===== config.mk =====
export PLATFORM = sky130hd
export DESIGN_NAME = spi_ram_responder
export DESIGN_NICKNAME = d
export VERILOG_FILES = /design/src/rtl/spi_resp_pkg.sv /design/src/rtl/spi_in_sync.sv /design/src/rtl/spi_ram_responder.sv
export SDC_FILE = /design/constraint.sdc
export NUM_CORES = 2
export LEC_CHECK = 0
export CORE_ASPECT_RATIO = 1.2
export CORE_MARGIN = 1
export CORE_UTILIZATION = 30
export DETAILED_ROUTE_END_ITERATION = 8
export PLACE_DENSITY = 0.54
export SETUP_SLACK_MARGIN = 0.5
export SYNTH_ARGS = -nofsm -noshare
export SYNTH_HDL_FRONTEND = slang
export SYNTH_SLANG_ARGS = --single-unit

===== constraint.sdc =====
create_clock -name clk -period 5.7 [get_ports clk]
set_clock_uncertainty 0.1 [all_clocks]
set_input_delay 1.14 -clock clk [delete_from_list [all_inputs] [get_ports clk]]
set_output_delay 1.14 -clock clk [all_outputs]
set_load 0.05 [all_outputs]

===== src/rtl/spi_resp_pkg.sv =====
// spi_resp_pkg: opcodes, FSM state encoding and wire-format constants for the SPI RAM responder
package spi_resp_pkg;

    localparam logic [7:0] OP_READ      = 8'h03;
    localparam logic [7:0] OP_WRITE     = 8'h02;
    localparam logic [7:0] OP_FAST_READ = 8'h0B;

    localparam int ADDR_BITS_WIRE = 24;

    typedef enum logic [2:0] {
        IDLE,
        CMD,
        ADDR,
        DUMMY,
        RD_DATA,
        WR_DATA,
        IGNORE
    } state_t;

endpackage


===== src/rtl/spi_in_sync.sv =====
// spi_in_sync: synchronises SPI CLK/CS_N/MOSI into clk and flags CLK and CS_N edges
module spi_in_sync
    import spi_resp_pkg::*;
#(
    parameter int SYNC_STAGES = 2
) (
    input  logic clk,
    input  logic resetn,
    input  logic i_sck,
    input  logic i_cs_n,
    input  logic i_mosi,
    output logic o_cs_n,
    output logic o_mosi,
    output logic o_sck_rise,
    output logic o_sck_fall,
    output logic o_cs_rise,
    output logic o_cs_fall
);

    logic [SYNC_STAGES-1:0] r_sck;
    logic [SYNC_STAGES-1:0] r_cs;
    logic [SYNC_STAGES-1:0] r_mosi;
    logic                   r_sck_d;
    logic                   r_cs_d;

    // synchroniser chains plus one delayed copy for edge detection; CS_N resets deselected
    always_ff @(posedge clk or negedge resetn) begin
        if (!resetn) begin
            r_sck   <= '0;
            r_cs    <= '1;
            r_mosi  <= '0;
            r_sck_d <= 1'b0;
            r_cs_d  <= 1'b1;
        end else begin
            r_sck   <= {r_sck[SYNC_STAGES-2:0], i_sck};
            r_cs    <= {r_cs[SYNC_STAGES-2:0], i_cs_n};
            r_mosi  <= {r_mosi[SYNC_STAGES-2:0], i_mosi};
            r_sck_d <= r_sck[SYNC_STAGES-1];
            r_cs_d  <= r_cs[SYNC_STAGES-1];
        end
    end

    assign o_cs_n     = r_cs[SYNC_STAGES-1];
    assign o_mosi     = r_mosi[SYNC_STAGES-1];
    assign o_sck_rise = r_sck[SYNC_STAGES-1] & ~r_sck_d;
    assign o_sck_fall = ~r_sck[SYNC_STAGES-1] & r_sck_d;
    assign o_cs_rise  = r_cs[SYNC_STAGES-1] & ~r_cs_d;
    assign o_cs_fall  = ~r_cs[SYNC_STAGES-1] & r_cs_d;

endmodule


===== src/rtl/spi_ram_responder.sv =====
// spi_ram_responder: SPI mode-0 target serving READ/WRITE on an internal byte array; FAST_READ_EN adds 0x0B with 8 dummy clocks
module spi_ram_responder
    import spi_resp_pkg::*;
#(
    parameter int DEPTH       = 256,
    parameter int ADDR_W      = 8,
    parameter int SYNC_STAGES = 2
) (
    input  logic clk,
    input  logic resetn,
    input  logic CLK,
    input  logic CS_N,
    input  logic MOSI,
    output logic MISO,
    output logic MISO_OE,
    output logic active,
    output logic cmd_err,
    output logic wr_strobe
);

    logic              w_sck_rise;
    logic              w_sck_fall;
    logic              w_cs_n;
    logic              w_cs_rise;
    logic              w_cs_fall;
    logic              w_mosi;
    state_t            r_state;
    state_t            w_state_nxt;
    logic [4:0]        r_cnt;
    logic [6:0]        r_shift;
    logic [ADDR_W-2:0] r_addr;
    logic [ADDR_W-1:0] r_ptr;
    logic [ADDR_W-1:0] w_addr_nxt;
    logic [ADDR_W-1:0] w_ptr_inc;
    logic [7:0]        r_tx;
    logic [7:0]        w_byte;
    logic              r_is_wr;
    logic              r_miso;
    logic              r_cmd_err;
    logic              r_wr_strobe;
    logic              w_fast;
    logic              w_op_ok;
    logic              w_last;
    logic              w_wr_en;
    logic [7:0]        r_mem [DEPTH];

    spi_in_sync #(.SYNC_STAGES(SYNC_STAGES)) u_sync (
        .clk        (clk),
        .resetn     (resetn),
        .i_sck      (CLK),
        .i_cs_n     (CS_N),
        .i_mosi     (MOSI),
        .o_cs_n     (w_cs_n),
        .o_mosi     (w_mosi),
        .o_sck_rise (w_sck_rise),
        .o_sck_fall (w_sck_fall),
        .o_cs_rise  (w_cs_rise),
        .o_cs_fall  (w_cs_fall)
    );

`ifdef FAST_READ_EN
    logic r_fast;
    assign w_fast  = r_fast;
    assign w_op_ok = w_byte == OP_READ || w_byte == OP_WRITE || w_byte == OP_FAST_READ;
`else
    assign w_fast  = 1'b0;
    assign w_op_ok = w_byte == OP_READ || w_byte == OP_WRITE;
`endif

    // only the low ADDR_W address bits are kept, so higher wire bits alias naturally
    assign w_byte     = {r_shift, w_mosi};
    assign w_addr_nxt = {r_addr, w_mosi};
    assign w_ptr_inc  = r_ptr + 1'b1;
    assign w_last     = w_sck_rise && (r_cnt == ((r_state == ADDR) ? 5'(ADDR_BITS_WIRE - 1) : 5'd7));
    assign w_wr_en    = !w_cs_n && r_state == WR_DATA && w_last;
    assign MISO_OE    = !w_cs_n;
    assign MISO       = r_miso & MISO_OE;
    assign active     = r_state != IDLE;
    assign cmd_err    = r_cmd_err;
    assign wr_strobe  = r_wr_strobe;

    // transaction state register
    always_ff @(posedge clk or negedge resetn) begin
        if (!resetn) r_state <= IDLE;
        else         r_state <= w_state_nxt;
    end

    // next state; a deselected CS_N overrides everything, including a coincident CLK edge
    always_comb begin
        w_state_nxt = r_state;
        case (r_state)
            IDLE:    if (w_cs_fall) w_state_nxt = CMD;
            CMD:     if (w_last) w_state_nxt = w_op_ok ? ADDR : IGNORE;
            ADDR:    if (w_last) w_state_nxt = r_is_wr ? WR_DATA : (w_fast ? DUMMY : RD_DATA);
`ifdef FAST_READ_EN
            DUMMY:   if (w_last) w_state_nxt = RD_DATA;
`endif
            default: w_state_nxt = r_state;
        endcase
        if (w_cs_n) w_state_nxt = IDLE;
    end

    // shift registers, bit counter, pointer and pulse outputs
    always_ff @(posedge clk or negedge resetn) begin
        if (!resetn) begin
            r_cnt       <= '0;
            r_shift     <= '0;
            r_addr      <= '0;
            r_ptr       <= '0;
            r_tx        <= '0;
            r_is_wr     <= 1'b0;
            r_miso      <= 1'b0;
            r_cmd_err   <= 1'b0;
            r_wr_strobe <= 1'b0;
`ifdef FAST_READ_EN
            r_fast      <= 1'b0;
`endif
        end else begin
            r_cmd_err   <= 1'b0;
            r_wr_strobe <= 1'b0;
            if (w_cs_n) begin
                r_cnt <= '0;
                if (w_cs_rise) r_miso <= 1'b0;
            end else begin
                case (r_state)
                    CMD: if (w_sck_rise) begin
                        r_shift <= w_byte[6:0];
                        r_cnt   <= w_last ? '0 : r_cnt + 1'b1;
                        if (w_last) begin
                            r_is_wr   <= w_byte == OP_WRITE;
                            r_cmd_err <= !w_op_ok;
`ifdef FAST_READ_EN
                            r_fast    <= w_byte == OP_FAST_READ;
`endif
                        end
                    end
                    ADDR: if (w_sck_rise) begin
                        r_addr <= w_addr_nxt[ADDR_W-2:0];
                        r_cnt  <= w_last ? '0 : r_cnt + 1'b1;
                        if (w_last) begin
                            r_ptr <= w_addr_nxt;
                            r_tx  <= r_mem[w_addr_nxt];
                        end
                    end
`ifdef FAST_READ_EN
                    DUMMY: if (w_sck_rise) begin
                        r_cnt <= w_last ? '0 : r_cnt + 1'b1;
                        if (w_last) r_tx <= r_mem[r_ptr];
                    end
`endif
                    RD_DATA: if (w_sck_fall) begin
                        r_miso <= r_tx[7];
                        r_cnt  <= (r_cnt == 5'd7) ? '0 : r_cnt + 1'b1;
                        if (r_cnt == 5'd7) begin
                            r_ptr <= w_ptr_inc;
                            r_tx  <= r_mem[w_ptr_inc];
                        end else begin
                            r_tx <= {r_tx[6:0], 1'b0};
                        end
                    end
                    WR_DATA: if (w_sck_rise) begin
                        r_shift <= w_byte[6:0];
                        r_cnt   <= w_last ? '0 : r_cnt + 1'b1;
                        if (w_last) begin
                            r_wr_strobe <= 1'b1;
                            r_ptr       <= w_ptr_inc;
                        end
                    end
                    default: ;
                endcase
            end
        end
    end

    // byte array; contents survive reset
    always_ff @(posedge clk) begin
        if (w_wr_en) r_mem[r_ptr] <= w_byte;
    end

endmodule


==> metrics.txt <==
# TYPE chip_impl_metric gauge
chip_impl_metric{name="grt_pass1_wl",unit="µm"} 499000
chip_impl_metric{name="synth_compound_gate_area_share",unit="%"} 3.79
chip_impl_metric{name="initialDrtViolationCount",unit=""} 8345
chip_impl_info{name="critPathCaptureType",value="flip-flop"} 1
chip_impl_metric{name="min_period_over_period",unit="%"} 92.2
chip_impl_metric{name="post_cts.resized_instances",unit=""} 0
chip_impl_metric{name="ys.warnings.count",unit=""} 0
chip_impl_metric{name="number_of_placement_rows",unit=""} 229
chip_impl_metric{name="htree_num_levels",unit=""} 4
chip_impl_info{name="cpMostUsedCell",value="sky130_fd_sc_hd__a21oi_1"} 1
chip_impl_metric{name="clk_transition_reported_paths",unit="ps"} 70
chip_impl_info{name="synth_flop_cell",value="sky130_fd_sc_hd__edfxtp_1"} 1
chip_impl_metric{name="die_area",unit="mm²"} 0.329
chip_impl_metric{name="pin_count_of_the_biggest_net_entering_global_routing",unit=""} 236
chip_impl_metric{name="synth.top_cell.area_share",unit="%"} 62.7
chip_impl_metric{name="vias_in_the_first_global_route",unit=""} 58776
chip_impl_info{name="failed_checks",value="max-capacitance violations, max-slew violations"} 1
chip_impl_metric{name="final_net_count",unit=""} 5468
chip_impl_metric{name="drv.max_cap_violation_count",unit=""} 2
chip_impl_metric{name="avgViaCountPerCell",unit=""} 5.96
chip_impl_metric{name="synth-async-reset-ratio",unit="%"} 2.38
chip_impl_metric{name="ctsHoldBuffers",unit=""} 0
chip_impl_metric{name="synthAdderAreaFrac",unit="%"} 0.0637
chip_impl_metric{name="syn-instance-count",unit=""} 5364
chip_impl_metric{name="mapped_avg_cell_area",unit="µm²"} 18.3
chip_impl_metric{name="synth-edff-count",unit=""} 2048
chip_impl_metric{name="cp_max_fo",unit=""} 30
chip_impl_metric{name="first_pass_iters",unit=""} 6
chip_impl_metric{name="routedWlPerCell",unit="µm"} 36.6
chip_impl_metric{name="ctsLongestPathBuffers",unit=""} 4
chip_impl_metric{name="tritoncts_num_sinks",unit=""} 2098
chip_impl_metric{name="yosys_register_bits",unit=""} 2098
chip_impl_metric{name="setup_viol",unit=""} 0
chip_impl_metric{name="p_per_area",unit="mW/mm²"} 324
chip_impl_info{name="critical_path.startpoint_type",value="flip-flop"} 1
chip_impl_metric{name="num_io_pins",unit=""} 10
chip_impl_metric{name="worst_path_required",unit="ps"} 6460
chip_impl_metric{name="die_height",unit="µm"} 629
chip_impl_metric{name="post_synth_and_or_nand_nor_area_fraction",unit="%"} 4.63
chip_impl_metric{name="area.growth.synth_to_final",unit="%"} 13.6
chip_impl_metric{name="critical_path.max_stage_delay",unit="ps"} 960
chip_impl_metric{name="timing.critical_path.arrival",unit="ps"} 6020
chip_impl_metric{name="synthesis.nets",unit=""} 5374
chip_impl_metric{name="grt_use_total",unit="%"} 21.7
chip_impl_metric{name="hold_viol_final",unit=""} 0
chip_impl_info{name="status",value="finished with violations"} 1
chip_impl_metric{name="synthXorXnorAreaFrac",unit="%"} 0.106
chip_impl_metric{name="synthDistinctLibCells",unit=""} 66
chip_impl_metric{name="slew_violations",unit=""} 50
chip_impl_metric{name="tmin_final",unit="ps"} 5260
chip_impl_metric{name="peakVddDrop",unit="V"} 0.000355
chip_impl_metric{name="postRouteAntennaNets",unit=""} 0
chip_impl_metric{name="fraction_of_final_layout_cells_with_drive_strength_greater_than_1",unit="%"} 29.9
chip_impl_metric{name="remaining_drc_errors",unit=""} 0
chip_impl_metric{name="mappedNetlistArea",unit="mm²"} 0.0981
chip_impl_metric{name="number_of_buffers_inserted_during_clock_tree_synthesis",unit=""} 218
chip_impl_metric{name="fin_cells",unit=""} 9911
chip_impl_metric{name="achievable-frequency",unit="GHz"} 0.190
chip_impl_info{name="grt_setup_unrepaired",value="no"} 1
chip_impl_metric{name="postRouteWirelength",unit="µm"} 363000
chip_impl_metric{name="synth_sequential_area_ratio",unit="%"} 63.9
chip_impl_metric{name="antenna_found_initial",unit=""} 9
chip_impl_metric{name="final.setup.tns",unit="ps"} 0
chip_impl_metric{name="place.gp.congestion",unit=""} 1.03
chip_impl_metric{name="initial_utilization",unit="%"} 30.2
chip_impl_metric{name="slew_headroom",unit="%"} -6.32
chip_impl_metric{name="dpl.cell_count",unit=""} 9511
chip_impl_metric{name="via_count",unit=""} 59096
chip_impl_info{name="root_buffer",value="sky130_fd_sc_hd__clkbuf_16"} 1
chip_impl_metric{name="floorplan.die.width",unit="µm"} 524
chip_impl_metric{name="clk-insertion-delay-late",unit="ps"} 920
chip_impl_info{name="crit_path_cell_trace",value="buf_4 -> nand2_2 -> o221ai_1 -> a21oi_1 -> nor3_1 -> nor4_1 -> a21oi_1 -> nand4_1 -> nand3_1"} 1
chip_impl_info{name="critical_path.slowest_cell",value="sky130_fd_sc_hd__dfrtp_4"} 1
chip_impl_info{name="yosysTopAreaCell",value="sky130_fd_sc_hd__edfxtp_1"} 1
chip_impl_info{name="min_path_type",value="flip-flop to flip-flop"} 1
chip_impl_metric{name="grt-ovfl-total",unit=""} 0
chip_impl_metric{name="post-dp-hpwl",unit="µm"} 244000
chip_impl_metric{name="power.leakage",unit="nW"} 33.1
chip_impl_metric{name="tightestPinTransition",unit="ps"} 1580
chip_impl_metric{name="coreArea",unit="mm²"} 0.325
chip_impl_info{name="cts_tree",value="built"} 1
chip_impl_info{name="largest_family_of_logic_cells_by_synthesized_area",value="multiplexers"} 1
chip_impl_metric{name="power.total",unit="mW"} 36.1
chip_impl_metric{name="synth.area.mux_share",unit="%"} 25.3
chip_impl_metric{name="post_cts.repair.setup_buffers",unit=""} 0
chip_impl_info{name="synthTopCellsByArea",value="sky130_fd_sc_hd__edfxtp_1 (63%), sky130_fd_sc_hd__mux4_2 (23%), sky130_fd_sc_hd__mux2i_1 (2.1%), sky130_fd_sc_hd__nand2_1 (1.6%), sky130_fd_sc_hd__nor2_1 (1.2%)"} 1
chip_impl_info{name="crit_type",value="flip-flop to flip-flop"} 1
chip_impl_metric{name="numPortBuffers",unit=""} 9
-- through the flow --
step	setup WS [ps]	util [%]	area, µm²	hold slack [ps]
finish	443	34.3	111000	248
global route	591	34.3	111000	261
CTS	618	34.3	111000	250
detailed placement	625	32.1	104000	244
global placement	685	32.1	104000	245
floorplan	1170	-	98100	231
-- sequential cells by signal (all words and copies together), names as in the netlist, 2 cells and up --
name	cells
r_state	3
r_ptr	8
r_mem	2048
r_tx	8
u_sync.r_cs	2
u_sync.r_mosi	2
u_sync.r_sck	2
r_shift	7
r_cnt	5
r_addr	7
-- power breakdown --
group	switching [mW]	leakage [nW]	internal, mW
clock network	6.38	3.47	8.34
logic	2.21	10.5	1.14
registers	0.337	19.1	17.7
total	8.94	33.1	27.2
-- synth_stat cells, drive strengths merged, types with 37 or more instances --
cell type / count
nor3: 45
a221oi: 37
o21ai: 64
edfxtp: 2048
a21oi: 120
mux4: 999
buf: 265
a22oi: 109
nand2: 429
nand3: 145
mux2i: 205
clkbuf: 150
dfrtp: 47
nor2: 324
nand4: 41
-- cells by family (layout without fill, tap and decap cells) --
kind of cell,after synthesis,count (layout)
compound gates,537,537
xor+xnor,11,11
fa+ha+maj,5,5
buf+inv,426,693
flops,2098,2098
mux,1226,1226
other cells,0,7
simple gates,1061,1061
-- layout by cell type, fill, tap and decap left out, types with 7 or more instances in the layout --
cell and n:
sky130_fd_sc_hd__nor3_1 40, sky130_fd_sc_hd__a211oi_1 11, sky130_fd_sc_hd__a31oi_1 23, sky130_fd_sc_hd__o2111ai_1 14, sky130_fd_sc_hd__nand2_1 419, sky130_fd_sc_hd__inv_1 9, sky130_fd_sc_hd__clkinv_2 47, sky130_fd_sc_hd__buf_4 239
sky130_fd_sc_hd__clkbuf_16 218, sky130_fd_sc_hd__edfxtp_1 2048, sky130_fd_sc_hd__buf_12 41, sky130_fd_sc_hd__o211ai_1 13, sky130_fd_sc_hd__nor2_1 316, sky130_fd_sc_hd__diode_2 7, sky130_fd_sc_hd__nor2b_1 14, sky130_fd_sc_hd__clkinvlp_4 12
sky130_fd_sc_hd__mux4_2 999, sky130_fd_sc_hd__nand3_1 144, sky130_fd_sc_hd__clkdlybuf4s50_1 8, sky130_fd_sc_hd__dfrtp_4 11, sky130_fd_sc_hd__or3_1 10, sky130_fd_sc_hd__a22o_1 19, sky130_fd_sc_hd__clkinv_1 38, sky130_fd_sc_hd__nor4_1 14
sky130_fd_sc_hd__a221oi_1 37, sky130_fd_sc_hd__a21oi_1 120, sky130_fd_sc_hd__bufinv_16 29, sky130_fd_sc_hd__clkbuf_1 36, sky130_fd_sc_hd__nand2_2 10, sky130_fd_sc_hd__nand4_1 41, sky130_fd_sc_hd__a32oi_1 35, sky130_fd_sc_hd__nand2b_1 10
sky130_fd_sc_hd__dfrtp_1 35, sky130_fd_sc_hd__o221ai_1 33, sky130_fd_sc_hd__mux2_2 22, sky130_fd_sc_hd__o21ai_0 61, sky130_fd_sc_hd__o22ai_1 28, sky130_fd_sc_hd__a22oi_1 109, sky130_fd_sc_hd__mux2i_1 205
-- cell type report --
class | instances | area (µm²)
multi-input combinational | 2840 | 33400
antenna | 7 | 17.5
clock buffer | 254 | 5590
sequential | 2098 | 62800
timing repair buffer | 289 | 2700
clock inverter | 139 | 1540
inverter | 11 | 43.8
tap | 4273 | 5350
fill | 30584 | 213000
-- worst max-delay path, delay by kind of cell (launching register included) --
family / cells / cell delay, ps
AO/OA/AOI/OAI: 3 / 1230
buffers and inverters: 1 / 570
flip-flops: 1 / 960
AND/OR/NAND/NOR: 5 / 2200
-- worst paths after layout --
| check | to | cells past startpoint | slack (ps) | from |
|---|---|---|---|---|
| setup / recovery | r_tx[3] | 9 | 440 | r_addr[0] |
| hold / removal | u_sync.r_mosi[1] | 0 | 250 | u_sync.r_mosi[0] |
| setup reg to reg | r_tx[3] | 9 | 440 | r_addr[0] |
| hold reg to reg | u_sync.r_mosi[1] | 0 | 250 | u_sync.r_mosi[0] |
| max in group asynchronous | r_ptr[0] | 2 | 4460 | resetn |
| min in group asynchronous | r_cnt[2] | 2 | 310 | resetn |
-- metal layers --
metal	share of wire [%]	GRT usage, %
met3	8.8	4.55
met1	37	27.2
met4	7.8	14.0
met2	46	34.0
met5	0.0066	0
No activity file was read; power rests on OpenSTA's default activity.
